`src/rtl/ccu_req_arbiter.sv`:
```
`default_nettype none
// ============================================================================
// Module      : ccu_req_arbiter
// Description : Round-robin arbiter that grants one ACE master at a time a
//               whole read or write transaction towards the CCU FSM.
// Revision    : 1.0 - initial release
// ============================================================================
module ccu_req_arbiter #(
    parameter int unsigned NoSlvPorts = 4,
    parameter type slv_req_t = struct packed {
        struct packed { logic [3:0] id; logic [31:0] addr; logic [1:0] len; } ar;
        logic ar_valid;
        struct packed { logic [3:0] id; logic [31:0] addr; logic [1:0] len; } aw;
        logic aw_valid;
        struct packed { logic [31:0] data; logic last; } w;
        logic w_valid;
        logic r_ready;
        logic b_ready;
    },
    parameter type slv_resp_t = struct packed {
        struct packed { logic [3:0] id; logic [31:0] data; logic last; } r;
        logic r_valid;
        struct packed { logic [3:0] id; logic [1:0] resp; } b;
        logic b_valid;
        logic ar_ready;
        logic aw_ready;
        logic w_ready;
    }
) (
    input  logic      clk_i,
    input  logic      rst_i,
    input  slv_req_t  slv_req_i  [NoSlvPorts],
    output slv_resp_t slv_resp_o [NoSlvPorts],
    output slv_req_t  ccu_req_o,
    input  slv_resp_t ccu_resp_i,
    output logic      busy_o,
    output logic [(NoSlvPorts > 1 ? $clog2(NoSlvPorts) : 1)-1:0] grant_idx_o
);

    localparam int unsigned IdxW = (NoSlvPorts > 1) ? $clog2(NoSlvPorts) : 1;

    localparam logic [1:0] ST_IDLE    = 2'd0;
    localparam logic [1:0] ST_GRANT_R = 2'd1;
    localparam logic [1:0] ST_GRANT_W = 2'd2;

    logic [1:0]      state;
    logic [1:0]      state_next;
    logic [IdxW-1:0] grant_idx;
    logic [IdxW-1:0] grant_next;
    logic [IdxW-1:0] rr_q;
    logic [IdxW-1:0] rr_next;
    logic [IdxW-1:0] rr_after;
    logic [IdxW-1:0] cand;
    logic            found;

    assign rr_after = (32'(grant_idx) == NoSlvPorts - 32'd1) ? '0 : grant_idx + 1'b1;

    always_ff @(posedge clk_i or posedge rst_i) begin
        if (rst_i) begin
            state     <= ST_IDLE;
            grant_idx <= '0;
            rr_q      <= '0;
        end else begin
            state     <= state_next;
            grant_idx <= grant_next;
            rr_q      <= rr_next;
        end
    end

    always_comb begin
        state_next = state;
        grant_next = grant_idx;
        rr_next    = rr_q;
        found      = 1'b0;
        cand       = '0;
        case (state)
            ST_IDLE: begin
                // Scan starts at the round-robin pointer; read wins over write on one port.
                for (int unsigned i = 0; i < NoSlvPorts; i++) begin
                    cand = IdxW'((32'(rr_q) + i) % NoSlvPorts);
                    if (!found && (slv_req_i[cand].ar_valid || slv_req_i[cand].aw_valid)) begin
                        found      = 1'b1;
                        grant_next = cand;
                        state_next = slv_req_i[cand].ar_valid ? ST_GRANT_R : ST_GRANT_W;
                    end
                end
            end
            ST_GRANT_R: begin
                if (ccu_resp_i.r_valid && ccu_resp_i.r.last && slv_req_i[grant_idx].r_ready) begin
                    state_next = ST_IDLE;
                    rr_next    = rr_after;
                end
            end
            ST_GRANT_W: begin
                if (ccu_resp_i.b_valid && slv_req_i[grant_idx].b_ready) begin
                    state_next = ST_IDLE;
                    rr_next    = rr_after;
                end
            end
            default: state_next = ST_IDLE;
        endcase
    end

    always_comb begin
        ccu_req_o   = '0;
        busy_o      = 1'b0;
        grant_idx_o = '0;
        for (int unsigned i = 0; i < NoSlvPorts; i++) begin
            slv_resp_o[i] = '0;
        end
        case (state)
            ST_GRANT_R: begin
                busy_o                           = 1'b1;
                grant_idx_o                      = grant_idx;
                ccu_req_o                        = slv_req_i[grant_idx];
                ccu_req_o.aw_valid               = 1'b0;
                ccu_req_o.w_valid                = 1'b0;
                ccu_req_o.b_ready                = 1'b0;
                slv_resp_o[grant_idx]            = ccu_resp_i;
                slv_resp_o[grant_idx].aw_ready   = 1'b0;
                slv_resp_o[grant_idx].w_ready    = 1'b0;
                slv_resp_o[grant_idx].b_valid    = 1'b0;
            end
            ST_GRANT_W: begin
                busy_o                           = 1'b1;
                grant_idx_o                      = grant_idx;
                ccu_req_o                        = slv_req_i[grant_idx];
                ccu_req_o.ar_valid               = 1'b0;
                ccu_req_o.r_ready                = 1'b0;
                slv_resp_o[grant_idx]            = ccu_resp_i;
                slv_resp_o[grant_idx].ar_ready   = 1'b0;
                slv_resp_o[grant_idx].r_valid    = 1'b0;
            end
            default: ;
        endcase
    end

endmodule
`default_nettype wire

```
`config.mk`:
```
export PLATFORM = sky130hd
export DESIGN_NAME = ccu_req_arbiter
export DESIGN_NICKNAME = d
export VERILOG_FILES = /design/src/rtl/ccu_req_arbiter.sv
export SDC_FILE = /design/constraint.sdc
export NUM_CORES = 1
export LEC_CHECK = 0
export CAP_MARGIN = 10
export CORE_AREA = 2 2 314 316
export CTS_BUF_LIST = sky130_fd_sc_hd__clkbuf_4 sky130_fd_sc_hd__clkbuf_8
export DETAILED_ROUTE_END_ITERATION = 16
export DIE_AREA = 0 0 316 318
export GPL_TIMING_DRIVEN = 0
export MAX_ROUTING_LAYER = met4
export PLACE_DENSITY = 0.3
export SYNTH_ARGS = -nofsm -noshare
export SYNTH_HDL_FRONTEND = slang
export SYNTH_SLANG_ARGS = --single-unit
```
`constraint.sdc`:
```
create_clock -name clk_i -period 3.2 [get_ports clk_i]
set_clock_uncertainty 0.15 [all_clocks]
set_input_delay 0.64 -clock clk_i [delete_from_list [all_inputs] [get_ports clk_i]]
set_output_delay 0.64 -clock clk_i [all_outputs]
set_load 0.02 [all_outputs]
```
==> impl_metrics.py <==
metrics = {
    "global_routing": {
        "grt_max_degree": 14,
        "grt_use_total_pct": 12.9,
        "grt_pass1_vias": 9828,
        "grt_antenna_before_repair": 14,
        "grt_first_pass_wirelength_um": 86400,
        "overflow": 0,
    },
    "timing": {
        "timing.fmax_mhz": 320,
        "setup_viol": 0,
        "period_share_pct": 97.7,
        "relSlewSlack_pct": 67.6,
        "setup_tns_ns": 0,
        "grt_setup_unrepaired": "no",
        "holdWs_ns": 0.431,
        "drv_slew": 0,
        "layout_min_cycle_time_ns": 3.13,
        "tightest_slew_ns": 0.484,
        "hold_viol_final": 0,
    },
    "synth": {
        "synthAdderAreaFrac_pct": 1.66,
        "synth_area_leader_cell": "mux4_2",
        "synth_edf_count": 0,
        "synthTopCellsByArea": "mux4_2, nor2_1, and3_1",
        "synthCells": 629,
        "synth_cell_type_count": 43,
        "synth_top_area_share_pct": 50.5,
        "yosysMostFrequentCell": "nor2_1",
        "avgSynthCellArea_um2": 8.37,
        "synth_compound_area_share_pct": 2.76,
        "syn_nets": 1142,
        "ys_seq_area_share_pct": 2.85,
        "synthFlopType": "dfrtp_1",
        "synthXorXnorAreaFrac_pct": 0,
        "ys_warn_count": 0,
        "synthMuxAreaShare_pct": 51.9,
        "synth_area_um2": 5270,
        "yosys_register_bits": 6,
        "synth_commonest_cells": "nor2_1, mux4_2, and3_1",
        "synthArstFlopShare_pct": 100,
        "synth_top_family_by_area": "multiplexers",
        "yosys.area_share.simple_pct": 33.8,
    },
    "floorplanning": {
        "initial_core_util_pct": 5.40,
        "coreArea_um2": 97400,
        "dieArea_um2": 100000,
        "die_w_um": 316,
        "dieHeight_um": 318,
        "top_level_ports": 815,
        "rows": 115,
    },
    "clocking": {
        "cts_tree": "done",
        "clk_pin_slew_ns": 0.04,
        "clock-sinks": 6,
        "hold_buffers": 0,
        "clk_path_buf_depth": 2,
        "clk-insertion-delay-late_ns": 0.22,
        "htree_levels": 1,
        "numCtsBuffers": 3,
        "cts_root_buffer": "clkbuf_8",
    },
    "power": {
        "vdd_drop_max_uv": 246,
        "power.density_nw_per_um2": 659,
        "p_leak_nw": 6.81,
    },
    "hold_path": {
        "hold_path.class": "reg -> reg",
    },
    "routing": {
        "vias": 8947,
        "drtAntennaViolNets": 0,
        "drtIter0Drc": 403,
        "post-route-drc-count": 0,
        "wirelength_um": 66200,
        "wl_per_cell_um": 24.1,
        "routed_via_density": 3.25,
        "first_pass_iters": 4,
    },
    "worst_setup_path": {
        "critPathArrivalTime_ns": 2.34,
        "startpoint_type": "input port",
        "crit_path_end_kind": "output port",
        "required_ns": 2.41,
        "crit_type": "in -> out",
        "critical_path.max_fanout": 1,
    },
    "layout": {
        "drive_above_1_share_pct": 24.5,
        "nets": 1970,
        "area_delta_synth_final_pct": 195,
        "utilization_pct": 15.9,
        "num-fill-cells": 11000,
    },
    "placement": {
        "io_buffers": 814,
        "place_hpwl_um": 58700,
        "place_congestion": 0.927,
    },
    "run_status": {
        "status": "finished clean",
    },
    "run": {
        "max_cap_viol_count": 0,
    },
}
-- final timing paths --
path / start / end / slack, ns / cells after the start
setup / recovery: slv_req_i[48] / ccu_req_o[48] / 0.07 / 4
hold / removal: state[1] / state[1] / 0.43 / 1
setup reg to reg: grant_idx[0] / rr_q[0] / 0.29 / 7
hold reg to reg: state[1] / state[1] / 0.43 / 1
max in group asynchronous: rst_i / grant_idx[0] / 2.17 / 2
min in group asynchronous: rst_i / rr_q[1] / 0.52 / 2
-- cell families (layout without fill, tap and decap cells) --
family | count (synthesis) | after routing
and+or+nand+nor | 386 | 386
muxes | 124 | 124
DFF | 6 | 6
adders and majority gates | 7 | 7
buffers and inverters | 87 | 913
AOI/OAI and AO/OA | 19 | 19
other | 0 | 8
-- layout by cell type (no fill, tap or decap), types with 12 or more instances in the layout --
cell type and n:
buf_4 16, dlygate4sd2_1 176, nand2_1 39, buf_6 12, clkdlybuf4s50_1 522, nor2_2 21
nor2_1 178, clkdlybuf4s15_2 52, clkbuf_4 15, clkbuf_2 45, nand2_2 14, and3_1 114
dlymetal6s2s_1 20, buf_2 16, mux4_2 118
-- where the power goes --
part | internal [mW] | switching, mW | leakage, nW
clock network | 0.0806 | 0.0303 | 0.0216
logic | 4.34 | 5.63 | 6.72
registers | 0.117 | 0.0332 | 0.0719
total | 4.54 | 5.70 | 6.81
-- worst max-delay path, cell delays in order --
cell and delay, ns:
clkdlybuf4s50_1 0.47, mux4_2 0.48, and3_1 0.18, clkdlybuf4s50_1 0.55
-- final cells by class --
type                       instances  area [um2]  area share, %
buffer                            78         827           5.32
multi-input combinational        536        4910           31.6
antenna                            8        20.0          0.129
inverter                           7        30.0          0.193
timing repair buffer             825        7950           51.1
sequential                         6         151          0.975
clock buffer                       3        41.3          0.266
tap                             1287        1610           10.4
-- layer usage --
layer	track usage, %	part of all wire [%]	vias up
met5	-	0	-
met4	1.27	0.88	0
met3	2.32	7.4	19
met2	21.8	48	512
met1	16.3	43	4400
li1	-	-	4016
-- through the flow --
step                      worst slack (ns)  cell area, um2  power, mW  cells
after CTS                          -0.0750           15500       10.4   2736
after global routing               0.00238           15500       10.9   2746
after floorplan                      0.281            5270       4.97    629
after detailed placement             -2.61           15000       9.77   2730
after global placement               -2.64           15000       9.81   2730
final                               0.0747           15500       10.2   2750
-- repair_timing --
action,CTS,global route
resized for setup,626,101
setup endpoints to repair,309,144
pin swaps,2,1
setup buffers,5,6
-- sequential cells by signal, summed over array words and instances (netlist names) --
| register | flops |
|---|---|
| grant_idx | 2 |
| rr_q | 2 |
| state | 2 |
(Power assumes the default switching activity.)
